### src/rtl/imem_loader.sv
// imem_loader
//   Receives a length-prefixed byte stream and writes it into the
//   instruction RAM as 32-bit big-endian words. The CPU is held in reset
//   until a complete program has been written.
//
//   Stream format: count[15:8], count[7:0], then 4*count data bytes.
//   A count of 0 or more than 2048 words is rejected without any write.
//
// Ports
//   clk        system clock, rising edge
//   rst        asynchronous active-high reset
//   start      one-cycle request to begin a load (IDLE/DONE/ERR only)
//   byte_in    serial program byte
//   byte_valid byte_in holds a valid byte
//   byte_ready loader accepts byte_in this cycle
//   we         instruction-RAM write strobe (one cycle per word)
//   waddr      instruction-RAM word address
//   wdata      instruction word to write
//   busy       a load is in progress
//   done       program loaded; held until the next start or rst
//   err        length rejected; held until the next start or rst
//   cpu_rst    holds the CPU in reset unless a valid program is loaded
module imem_loader (
  input  logic        clk,
  input  logic        rst,
  input  logic        start,
  input  logic [7:0]  byte_in,
  input  logic        byte_valid,
  output logic        byte_ready,
  output logic        we,
  output logic [10:0] waddr,
  output logic [31:0] wdata,
  output logic        busy,
  output logic        done,
  output logic        err,
  output logic        cpu_rst
);

  typedef enum logic [2:0] {
    IDLE,
    LEN_HI,
    LEN_LO,
    DATA,
    WRITE,
    DONE,
    ERR
  } state_t;

  state_t      state;
  state_t      state_nxt;

  logic [7:0]  cnt_hi;
  logic [10:0] last_idx;
  logic [10:0] idx;
  logic [1:0]  byte_cnt;
  logic [23:0] word_sr;

  logic        accept;
  logic [15:0] count_full;
  logic [15:0] count_m1;
  logic        len_bad;
  logic        can_start;

  assign accept     = byte_valid & byte_ready;
  assign count_full = {cnt_hi, byte_in};
  assign count_m1   = count_full - 16'd1;
  assign len_bad    = (count_full == 16'd0) || (count_full > 16'd2048);
  assign can_start  = (state == IDLE) || (state == DONE) || (state == ERR);

  // Next-state logic
  always_comb begin
    state_nxt = state;
    case (state)
      IDLE, DONE, ERR: begin
        if (start) state_nxt = LEN_HI;
      end
      LEN_HI: begin
        if (accept) state_nxt = LEN_LO;
      end
      LEN_LO: begin
        if (accept) state_nxt = len_bad ? ERR : DATA;
      end
      DATA: begin
        if (accept && (byte_cnt == 2'd3)) state_nxt = WRITE;
      end
      WRITE: begin
        state_nxt = (idx == last_idx) ? DONE : DATA;
      end
      default: state_nxt = IDLE;
    endcase
  end

  // Status outputs are pure state decodes, so an asynchronous reset of
  // the state register forces them to their reset values immediately.
  always_comb begin
    byte_ready = 1'b0;
    we         = 1'b0;
    busy       = 1'b0;
    done       = 1'b0;
    err        = 1'b0;
    cpu_rst    = 1'b1;
    case (state)
      LEN_HI, LEN_LO, DATA: begin
        byte_ready = 1'b1;
        busy       = 1'b1;
      end
      WRITE: begin
        we   = 1'b1;
        busy = 1'b1;
      end
      DONE: begin
        done    = 1'b1;
        cpu_rst = 1'b0;
      end
      ERR: begin
        err = 1'b1;
      end
      default: ;
    endcase
  end

  // Control state, word index, byte counter and the RAM write port.
  // waddr/wdata only change when a word completes, so they hold their
  // last values whenever we is low.
  always_ff @(posedge clk or posedge rst) begin
    if (rst) begin
      state    <= IDLE;
      idx      <= 11'd0;
      byte_cnt <= 2'd0;
      waddr    <= 11'd0;
      wdata    <= 32'd0;
    end else begin
      state <= state_nxt;
      if (can_start && start) begin
        idx      <= 11'd0;
        byte_cnt <= 2'd0;
      end
      if ((state == DATA) && accept) begin
        byte_cnt <= byte_cnt + 2'd1;
        if (byte_cnt == 2'd3) begin
          waddr <= idx;
          wdata <= {word_sr, byte_in};
        end
      end
      if ((state == WRITE) && (idx != last_idx)) begin
        idx <= idx + 11'd1;
      end
    end
  end

  // Length capture and byte assembly; contents are only meaningful once
  // qualified by the control state above, so no reset is needed.
  always_ff @(posedge clk) begin
    if ((state == LEN_HI) && accept) begin
      cnt_hi <= byte_in;
    end
    // N-1 fits in 11 bits for every accepted length (1..2048).
    if ((state == LEN_LO) && accept) begin
      last_idx <= count_m1[10:0];
    end
    if ((state == DATA) && accept) begin
      word_sr <= {word_sr[15:0], byte_in};
    end
  end

endmodule

### config.mk
export PLATFORM = sky130hd
export DESIGN_NAME = imem_loader
export DESIGN_NICKNAME = d
export VERILOG_FILES = /design/src/rtl/imem_loader.sv
export SDC_FILE = /design/constraint.sdc
export NUM_CORES = 1
export LEC_CHECK = 0
export ABC_AREA = 0
export CELL_PAD_IN_SITES_DETAIL_PLACEMENT = 0
export CELL_PAD_IN_SITES_GLOBAL_PLACEMENT = 1
export CORE_UTILIZATION = 35
export CTS_BUF_LIST = sky130_fd_sc_hd__clkbuf_16
export DETAILED_ROUTE_END_ITERATION = 10
export GPL_ROUTABILITY_DRIVEN = 1
export HOLD_SLACK_MARGIN = 0.05
export PLACE_DENSITY = 0.74
export SYNTH_ARGS = -nofsm -noshare
export SYNTH_HDL_FRONTEND = slang
export SYNTH_SLANG_ARGS = --single-unit
### constraint.sdc
create_clock -name clk -period 2.45 [get_ports clk]
set_clock_uncertainty 0.15 [all_clocks]
set_input_delay 0.3675 -clock clk [delete_from_list [all_inputs] [get_ports clk]]
set_output_delay 0.3675 -clock clk [all_outputs]
set_load 0.1 [all_outputs]
# Word level (Yosys, flattened, before mapping)
# Index checks and enable logic that the tools add are counted.
[word_totals]
in_bits = 12
wordCells = 61
reg_bits = 102
out_inout_bits = 49
[op_classes]
n_lt_le_gt_ge = 1
muxes = 17
eq_ne = 13
bitwise = 1
add_sub_neg = 3
n_reduce_logical = 18
[op_table]
columns = ["op", "n"]
rows = [
  ["$mux 11", 2],
  ["$mux 3", 6],
  ["$gt 16x12->1 const B", 1],
  ["$logic_not 16->1", 1],
  ["$pmux 3 s5", 1],
  ["$add 11x1->11 const B", 1],
  ["$eq 11x11->1", 1],
  ["$ne 11x11->1", 1],
  ["$sub 11x1->11 const B", 1],
  ["$eq 3x3->1 const B", 3],
  ["$ne 2x2->1 const B", 4],
  ["$eq 3x2->1 const B", 2],
  ["$logic_and 1x1->1", 6],
  ["$mux 1", 6],
  ["$reduce_or 3->1", 2],
  ["$mux 2", 2],
  ["$reduce_and 4->1", 1],
  ["$reduce_bool 2->1", 2],
  ["$reduce_or 4->1", 1],
  ["$eq 3x1->1 const B", 1],
  ["$logic_not 3->1", 1],
  ["$logic_or 1x1->1", 3],
  ["$add 2x1->2 const B", 1],
  ["$eq 2x2->1 const B", 1],
  ["2 further kinds", 2],
]

# Longest topological paths before layout
# Gate-level depths: netlist (run 1).
[depth]
ltp_word = 7
mapped_depth = 8
depth_no_buf = 7

# Worst setup path after synthesis (run 1)
# No wires, ideal clock.
[synth_path]
path_type = "register to output"
from = "register state[2]"
to = "output err"
arrival_ns = 3.068
path_slack_ns = -1.136
stages_incl_launch_ff = 4
t_required_ns = 1.933
n_path_buf = 2
path_cell_list = "dfrtp_1 clkbuf_1 clkbuf_1 nor3b_1"
[synth_between]
elab_chain_cells = 2
[synth_rtl]
columns = ["item", "line", "text"]
rows = [
  ["start: declaration", "49", "state_t state;"],
  ["start signal: assignment", "133", "state <= state_nxt;"],
  ["$eq 3x3->1", "102", "case (state)"],
  ["$mux 1", "102", ""],
  ["end: declaration", "35", "output logic err,"],
]
# No other way between the ends.

# Final worst setup path (run 1)
[layout_path]
from = "register state[1]"
to = "output we"
[layout_between]
elab_chain_cells = 2
[layout_rtl]
columns = ["item", "line", "text"]
rows = [
  ["$eq 3x3->1", "102", ""],
  ["$mux 1", "102", ""],
  ["end: declaration", "30", "output logic we,"],
]
# No other way between the ends.

==> impl_metrics.json, run 1 <==
{
  "outcome": "complete, no violations",
  "synth.cell_area_mm2": 0.00441,
  "synthFlopType": "dfrtp_1",
  "cp-start-kind": "flop",
  "max_freq_mhz": 444,
  "hold_viol": 0,
  "rows": 40,
  "routedWlPerCell_um": 14.9,
  "worstPathCellList": "nor2_2 > and2_1 > buf_4 > buf_12",
  "ctsResizeCount": 0,
  "clkSinkCount": 102,
  "clock_path_buffers": 2,
  "routed-via-count": 2582,
  "powerDensity_mw_per_mm2": 1100,
  "place_ws_ns": 0.0756,
  "setup_slack_ns": 0.200,
  "grt_max_degree": 30,
  "syn_inst": 301,
  "r2r_slack_ns": 0.32,
  "relSlewSlack_pct": 59.4,
  "post_cts_buffers": 0,
  "crit_type": "flop to primary output",
  "cp.required_ns": 1.93,
  "place_area_mm2": 0.00533,
  "end_kind": "primary output",
  "yosysSeqAreaShare_pct": 62.7,
  "peakVddDrop_mv": 0.464,
  "die_area_mm2": 0.0131,
  "drc": 0,
  "drive_gt1_share_pct": 36.2,
  "rr_worst_depth": 6,
  "hold_buffers": 0,
  "wl_um": 8310,
  "grt_pass1_vias": 2670,
  "cp_max_fo": 10,
  "setup_tns_ns": 0,
  "area_growth_pct": 27.0,
  "ys_warn_count": 0,
  "ys_async_sr_fraction_pct": 57.8,
  "antenna_found_initial": 0,
  "cts_tree": "built",
  "cts_buffers": 9,
  "die_y_um": 114,
  "synth-edff-count": 43,
  "viasPerCell": 4.64,
  "synth.distinct_cells": 47,
  "ant_nets": 0,
  "place.gp.congestion": 0.790,
  "synth_nets": 317,
  "cellLeakagePower_nw": 2.52,
  "grt_pass1_wl_um": 14000,
  "ios": 61,
  "period_needed_ns": 2.25,
  "port_buffers": 60,
  "first_pass_iters": 6,
  "fin_crit_sh_pct": 91.8,
  "crit_arrival_ns": 1.73,
  "rsz0062_at_grt": "no",
  "diodes": 0,
  "coreArea_mm2": 0.0122,
  "cpMaxStageDelayCell": "dfrtp_1",
  "worst_pin_slew_ns": 0.604,
  "setup_viol": 0,
  "fin_area_mm2": 0.00560,
  "grtUsageTotal_pct": 14.1,
  "place_hpwl_um": 6080,
  "initial_core_util_pct": 36.3,
  "final_core_util_pct": 46.1,
  "htreeDepth": 3,
  "maxCapViolations": 0,
  "clockRootBuffer": "clkbuf_16",
  "drt_iter0_markers": 60,
  "whs_ns": 0.160,
  "die_x_um": 114,
  "hold_class": "input pin to asynchronous set/reset pin",
  "synth_area_per_cell_um2": 14.7,
  "finalNetCount": 400,
  "grt_remaining_overflow": 0,
  "clk_pin_slew_worst_paths_ns": 0.07,
  "cpPeakStageDelay_ns": 0.51,
  "drv_slew": 0,
  "ys_seq_elements": 102,
  "insertion_delay_ns": 0.34
}
==> registers in the layout, summed over array words and instances, names as in the netlist <==
register  flops
byte_cnt      2
word_sr      24
wdata        32
waddr        11
cnt_hi        8
idx          11
state         3
last_idx     11
==> power breakdown <==
group	leakage, nW	internal (mW)	switching, mW	total (mW)
Combinational	1.20	0.730	1.77	2.50
Clock	0.130	0.689	0.618	1.31
Sequential	1.20	2.13	0.209	2.34
Total	2.52	3.55	2.59	6.14
==> layout make-up <==
class	count	area (µm²)
sequential	102	2770
timing repair buffer	86	773
tap	168	210
clock buffer	9	225
multi-input combinational	176	1540
fill	1080	6560
clock inverter	7	47.5
inverter	9	38.8
==> placed cells by master, fill, tap and decap left out, types with 3 or more instances in the layout <==
cell	netlist	layout
a211o_1	3	3
clkdlybuf4s50_1	0	11
buf_4	2	67
nor3_1	6	6
clkinvlp_4	0	3
xnor2_1	17	16
nor4b_2	2	3
edfxtp_1	43	43
ha_1	4	4
inv_1	7	5
nand2_1	18	18
mux2_4	36	36
xor2_1	7	7
dfrtp_1	59	59
mux2_1	5	5
mux2i_1	3	3
buf_12	0	8
nand4_1	5	5
nand3_1	14	13
nor2b_1	3	3
clkbuf_16	0	9
o21ai_0	4	4
o21ai_1	7	7
nor2_1	10	10
nor3b_1	4	3
==> logic make-up (layout without fill, tap and decap cells) <==
kind of cell,after synthesis,count (layout),synth area share (%)
xor+xnor,24,24,4.76
fa+ha+maj,4,4,1.13
compound gates,28,28,4.51
mux,44,44,14.2
flops,102,102,62.7
simple gates,76,76,9.76
buf+inv,23,111,2.89
==> critical path, delay by kind of cell (launching register included) <==
kind	cells	cell delay (ns)
buf+inv	2	0.34
flops	1	0.51
simple gates	2	0.55
==> synthesized netlist by cell type, types with 2 or more instances <==
| master | n | area (µm²) |
|---|---|---|
| nor3b_1 | 4 | 30.0 |
| buf_2 | 2 | 10.0 |
| nor2b_1 | 3 | 18.8 |
| mux2i_1 | 3 | 30.0 |
| nand2_1 | 18 | 67.6 |
| inv_1 | 7 | 26.3 |
| o211ai_1 | 2 | 15.0 |
| o21ai_1 | 7 | 35.0 |
| nor2_1 | 10 | 37.5 |
| dfrtp_1 | 59 | 1480 |
| nor3_1 | 6 | 30.0 |
| a21oi_1 | 2 | 10.0 |
| nand3_1 | 14 | 70.1 |
| a211o_1 | 3 | 26.3 |
| and3_1 | 2 | 12.5 |
| xnor2_1 | 17 | 149 |
| o31ai_1 | 2 | 15.0 |
| or2_1 | 2 | 12.5 |
| edfxtp_1 | 43 | 1290 |
| nand2b_1 | 2 | 12.5 |
| xor2_1 | 7 | 61.3 |
| clkbuf_1 | 6 | 22.5 |
| buf_6 | 4 | 45.0 |
| buf_4 | 2 | 15.0 |
| and2_1 | 2 | 12.5 |
| o21ai_0 | 4 | 20.0 |
| nor4b_2 | 2 | 30.0 |
| mux2_4 | 36 | 541 |
| nand4_1 | 5 | 31.3 |
| ha_1 | 4 | 50.1 |
| mux2_1 | 5 | 56.3 |
==> metal layers <==
metal	global-route usage, %	part of all wire, %	vias up
met5	0	0	-
met4	4.76	1.5	0
met3	3.34	3.7	11
met2	23.4	49	51
met1	18.1	46	1276
li1	-	-	1244
==> final timing paths <==
path                                to       start
max                                 we    state[1]
min                           waddr[3]         rst
max reg2reg                  wdata[17]    state[1]
min reg2reg                word_sr[14]  word_sr[6]
max in group asynchronous     state[1]         rst
min in group clk           word_sr[14]  word_sr[6]
==> per-stage QoR <==
stage                     total power [mW]  instances
after floorplan                       4.23        301
after detailed placement              4.89        541
after global routing                  6.41        557
after global placement                4.85        541
final                                 6.14        557
after CTS                             6.20        557
(Power assumes the default switching activity.)
==> inputs of run 2 (changes only) <==
- CELL_PAD_IN_SITES_DETAIL_PLACEMENT: 0 -> unset
- CELL_PAD_IN_SITES_GLOBAL_PLACEMENT: 1 -> unset
- PLACE_DENSITY: 0.74 -> 0.64
==> run 2 against run 1 <==
Net effect:
- first-iteration DRC count grew 13%
- sequential share of layout area shrank 0.23 points
- worst hold slack improved by 0.11 ns
- combinational power is essentially flat
- sequential power about the same
- register-to-register slack worse by 0.08 ns
==> impl_metrics.json, run 2 (synthesized netlist as in run 1, its figures left out) <==
{
  "drc": 0,
  "grt_pass1_vias": 2723,
  "setup_viol": 0,
  "instances_no_fill": 560,
  "reg_top3": "wdata (32), word_sr (24)",
  "final_cell_mix": "buf_4, dfrtp_1, edfxtp_1",
  "grtUsageTotal_pct": 13.9,
  "period_needed_ns": 2.29,
  "die_area_mm2": 0.0131,
  "fill_cells": 1090,
  "hold_viol": 0,
  "clk_pin_slew_worst_paths_ns": 0.07,
  "maxCapViolations": 0,
  "drt_iter0_markers": 68,
  "end_kind": "primary output",
  "grtUsageMet3_pct": 2.65,
  "finalNetCount": 403,
  "routedWlPerCell_um": 14.8,
  "grt_max_degree": 60,
  "htreeDepth": 3,
  "place.gp.congestion": 0.802,
  "place_area_mm2": 0.00535,
  "port_buffers": 60,
  "drv_slew": 0,
  "die_x_um": 114,
  "grt_remaining_overflow": 0,
  "die_y_um": 114,
  "final_core_util_pct": 46.3,
  "hold_class": "input pin to asynchronous set/reset pin",
  "routed-via-count": 2551,
  "busiest_layer": "met2",
  "hold_buffers": 0,
  "worst_pin_slew_ns": 0.771,
  "rows": 40,
  "outcome": "complete, no violations",
  "final_common_cell": "buf_4",
  "post_cts_buffers": 0,
  "cp-start-kind": "flop",
  "cellLeakagePower_nw": 2.54,
  "viasPerCell": 4.56,
  "place_hpwl_um": 5880,
  "coreArea_mm2": 0.0122,
  "crit_arrival_ns": 1.77,
  "diodes": 0,
  "cts_tree": "built",
  "fin_area_mm2": 0.00563,
  "setup_tns_ns": 0,
  "ios": 61,
  "grt_pass1_wl_um": 14100,
  "largest_register_ff_count": 32,
  "first_pass_iters": 4,
  "largest_register": "wdata",
  "crit_type": "flop to primary output",
  "insertion_delay_ns": 0.33,
  "clkSinkCount": 102,
  "use_met2_pct": 22.1,
  "drive_gt1_share_pct": 36.5,
  "grt_use_met1_pct": 19.2,
  "rsz0062_at_grt": "no",
  "whs_ns": 0.270,
  "cp.required_ns": 1.93,
  "clockRootBuffer": "clkbuf_16",
  "antenna_found_initial": 0,
  "cp_max_fo": 10,
  "clock_path_buffers": 2,
  "area_growth_pct": 27.6,
  "initial_core_util_pct": 36.3,
  "ant_nets": 0,
  "fin_crit_sh_pct": 93.4,
  "placedCellCount": 544,
  "cts_buffers": 9,
  "peakVddDrop_mv": 0.889,
  "ctsResizeCount": 0,
  "wl_um": 8310,
  "powerDensity_mw_per_mm2": 1100,
  "relSlewSlack_pct": 48.6,
  "max_freq_mhz": 437
}
## run 2: cell types whose count changed in the layout (fill, tap and decap cells not counted)
cell,before,now
clkinv_2,2,1
inv_1,5,6
inv_8,0,1
inv_4,1,0
buf_4,67,70
## run 2: cell type report
class	instances	area, µm²	share of cell area [%]
clock buffers	9	225	4.00
repair buffers	89	796	14.1
flip-flops and latches	102	2770	49.2
multi-input cells	176	1540	27.4
clock inverters	7	51.3	0.911
well taps	168	210	3.73
inverters	9	38.8	0.689
## run 2: per-layer routing
metal,up-vias,routed length [µm]
met5,-,0
met4,0,86
met3,7,267
met2,43,3820
met1,1243,4140
li1,1258,-
## run 2: path summary, 6_finish.rpt
check | startpoint | endpoint | slack, ns | cells after the start
setup reg to reg | idx[8] | idx[4] | 0.24 | 5
min in group clk | word_sr[3] | word_sr[11] | 0.30 | 0
hold / removal | rst | wdata[23] | 0.27 | 3
setup / recovery | state[1] | we | 0.16 | 4
hold reg to reg | word_sr[3] | word_sr[11] | 0.30 | 0
max in group asynchronous | rst | wdata[3] | 1.62 | 3
## run 2: power breakdown
part           total, mW  internal [mW]  switching, mW
Clock               1.32          0.694          0.627
Combinational       2.53          0.738           1.79
Sequential          2.33           2.13          0.199
Total               6.18           3.56           2.61
## run 2: stage by stage
stage               setup WS, ns  power [mW]
detailed placement        0.0789        4.90
global route              0.0181        6.44
floorplan                 -0.216        4.23
CTS                        0.146        6.24
finish                     0.162        6.18
global placement           0.118        4.86
## run 2: critical path, cell delays in order, from the launching register on
cell and delay [ns]:
dfrtp_1 0.51, nor2_2 0.31, and2_1 0.28, buf_4 0.17, buf_12 0.17
==> inputs of run 3 (changes only) <==
- CORE_UTILIZATION: 35 -> 44
- PLACE_DENSITY: 0.64 -> 0.76
- REMOVE_ABC_BUFFERS: unset -> 1
==> run 3 against run 2 <==
Net effect:
- worst setup slack gained 0.067 ns
- sequential power is essentially flat
- final area shrank 1.6%
- first-iteration DRC count grew 29%
- non-clock buffer count shrank 5
- critical path type is now flop to flop
- critical path depth grew 1
- via count grew 2.4%
- clock power grew 6%
- sequential share of layout area grew 0.82 points
- maximum frequency grew 3.0%
- critical endpoint is now idx[2]
- clock-buffer cell count is the same
==> impl_metrics.json, run 3 (synthesized netlist as in run 1, its figures left out) <==
{
  "die_x_um": 102,
  "rr_worst_depth": 5,
  "drive_gt1_share_pct": 34.9,
  "routedWlPerCell_um": 14.9,
  "die_y_um": 102,
  "drt_iter0_markers": 88,
  "ctsResizeCount": 0,
  "area_growth_pct": 25.5,
  "relSlewSlack_pct": 60.9,
  "fill_cells": 818,
  "cellLeakagePower_nw": 2.53,
  "coreArea_mm2": 0.00973,
  "worstPathCellList": "nor2_2 > and2_1 > o31ai_4 > and2_1 > a211o_1",
  "grt_max_degree": 31,
  "first_pass_iters": 4,
  "finalNetCount": 398,
  "rows": 36,
  "place.gp.congestion": 0.793,
  "cpMaxStageDelayCell": "dfrtp_1",
  "outcome": "complete, no violations",
  "clock_path_buffers": 2,
  "place_hpwl_um": 5490,
  "wl_um": 7740,
  "setup_viol": 0,
  "final_core_util_pct": 56.9,
  "grt_pass1_wl_um": 13000,
  "hold_viol": 0,
  "crit_arrival_ns": 2.29,
  "hold_class": "input pin to asynchronous set/reset pin",
  "worst_pin_slew_ns": 0.586,
  "diodes": 0,
  "powerDensity_mw_per_mm2": 1120,
  "insertion_delay_ns": 0.34,
  "clkSinkCount": 102,
  "instances_no_fill": 520,
  "cts_tree": "built",
  "cp.required_ns": 2.52,
  "port_buffers": 60,
  "routed-via-count": 2613,
  "critPathTopFamily": "simple AND/OR/NAND/NOR gates",
  "cp_max_fo": 15,
  "peakVddDrop_mv": 0.541,
  "crit_type": "flop to flop",
  "clockRootBuffer": "clkbuf_16",
  "reg_top3": "wdata (32), word_sr (24)",
  "critical_path.most_common_cell": "and2_1",
  "cts_buffers": 9,
  "drv_slew": 0,
  "viasPerCell": 5.03,
  "hold_buffers": 0,
  "initial_core_util_pct": 45.3,
  "largest_register_ff_count": 32,
  "end_kind": "flop",
  "cpPeakStageDelay_ns": 0.50,
  "critPathBufInv": 0,
  "cp-start-kind": "flop",
  "drc": 0,
  "antenna_found_initial": 0,
  "final_common_cell": "buf_4",
  "final_cell_mix": "buf_4, dfrtp_1, edfxtp_1",
  "grtUsageTotal_pct": 16.6,
  "ios": 61,
  "clk_pin_slew_worst_paths_ns": 0.07,
  "worst-path-stages": 5,
  "largest_register": "wdata",
  "period_needed_ns": 2.22,
  "die_area_mm2": 0.0104,
  "grt_remaining_overflow": 0,
  "maxCapViolations": 0,
  "htreeDepth": 3,
  "max_freq_mhz": 450,
  "grt_pass1_vias": 2636,
  "fin_crit_sh_pct": 90.7,
  "ant_nets": 0,
  "rsz0062_at_grt": "no",
  "placedCellCount": 504,
  "post_cts_buffers": 0
}
## run 3: cell type report
class,count,area [µm²],area share [%]
well taps,133,166,3.01
flip-flops and latches,102,2770,50.0
inverters,9,35.0,0.633
multi-input cells,176,1520,27.5
clock inverters,7,73.8,1.33
repair buffers,84,746,13.5
clock buffers,9,225,4.07
## run 3: path summary, 6_finish.rpt
check	from	end	slack [ns]
worst max-delay path	state[1]	idx[2]	0.23
worst min-delay path	rst	waddr[6]	0.28
worst max register to register	state[1]	idx[2]	0.23
worst min register to register	word_sr[13]	word_sr[21]	0.30
max in group asynchronous	rst	wdata[13]	1.56
min in group clk	word_sr[13]	word_sr[21]	0.30
## run 3: metal layers
layer	wire length, µm	up-vias	GRT usage [%]	part of all wire (%)
met5	0	-	0	0
met4	167	0	5.82	2.2
met3	316	13	4.58	4.1
met2	3780	57	27.2	49
met1	3470	1301	21.3	45
li1	-	1242	-	-
## run 3: metrics by stage
step                setup TNS [ns]  instance area, µm²  setup WS, ns  power, mW  hold WS [ns]
floorplan                    -2.85                4320        -0.887       4.17         0.277
global placement                 0                5240         0.132       4.79         0.281
detailed placement               0                5240        0.0782       4.84         0.288
CTS                              0                5540         0.251       6.26         0.290
global route                     0                5540         0.133       6.45         0.310
finish                           0                5540         0.229       6.19         0.280
## run 3: worst min-delay path, cell delays in order
cell	delay, ns
clkdlybuf4s50_1	0.41
inv_2	0.06
buf_4	0.34
## run 3: power breakdown
| part | leakage [nW] | switching (mW) | internal, mW |
|---|---|---|---|
| registers | 1.20 | 0.221 | 2.13 |
| clock network | 0.145 | 0.607 | 0.796 |
| logic | 1.19 | 1.73 | 0.709 |
| total | 2.53 | 2.56 | 3.64 |
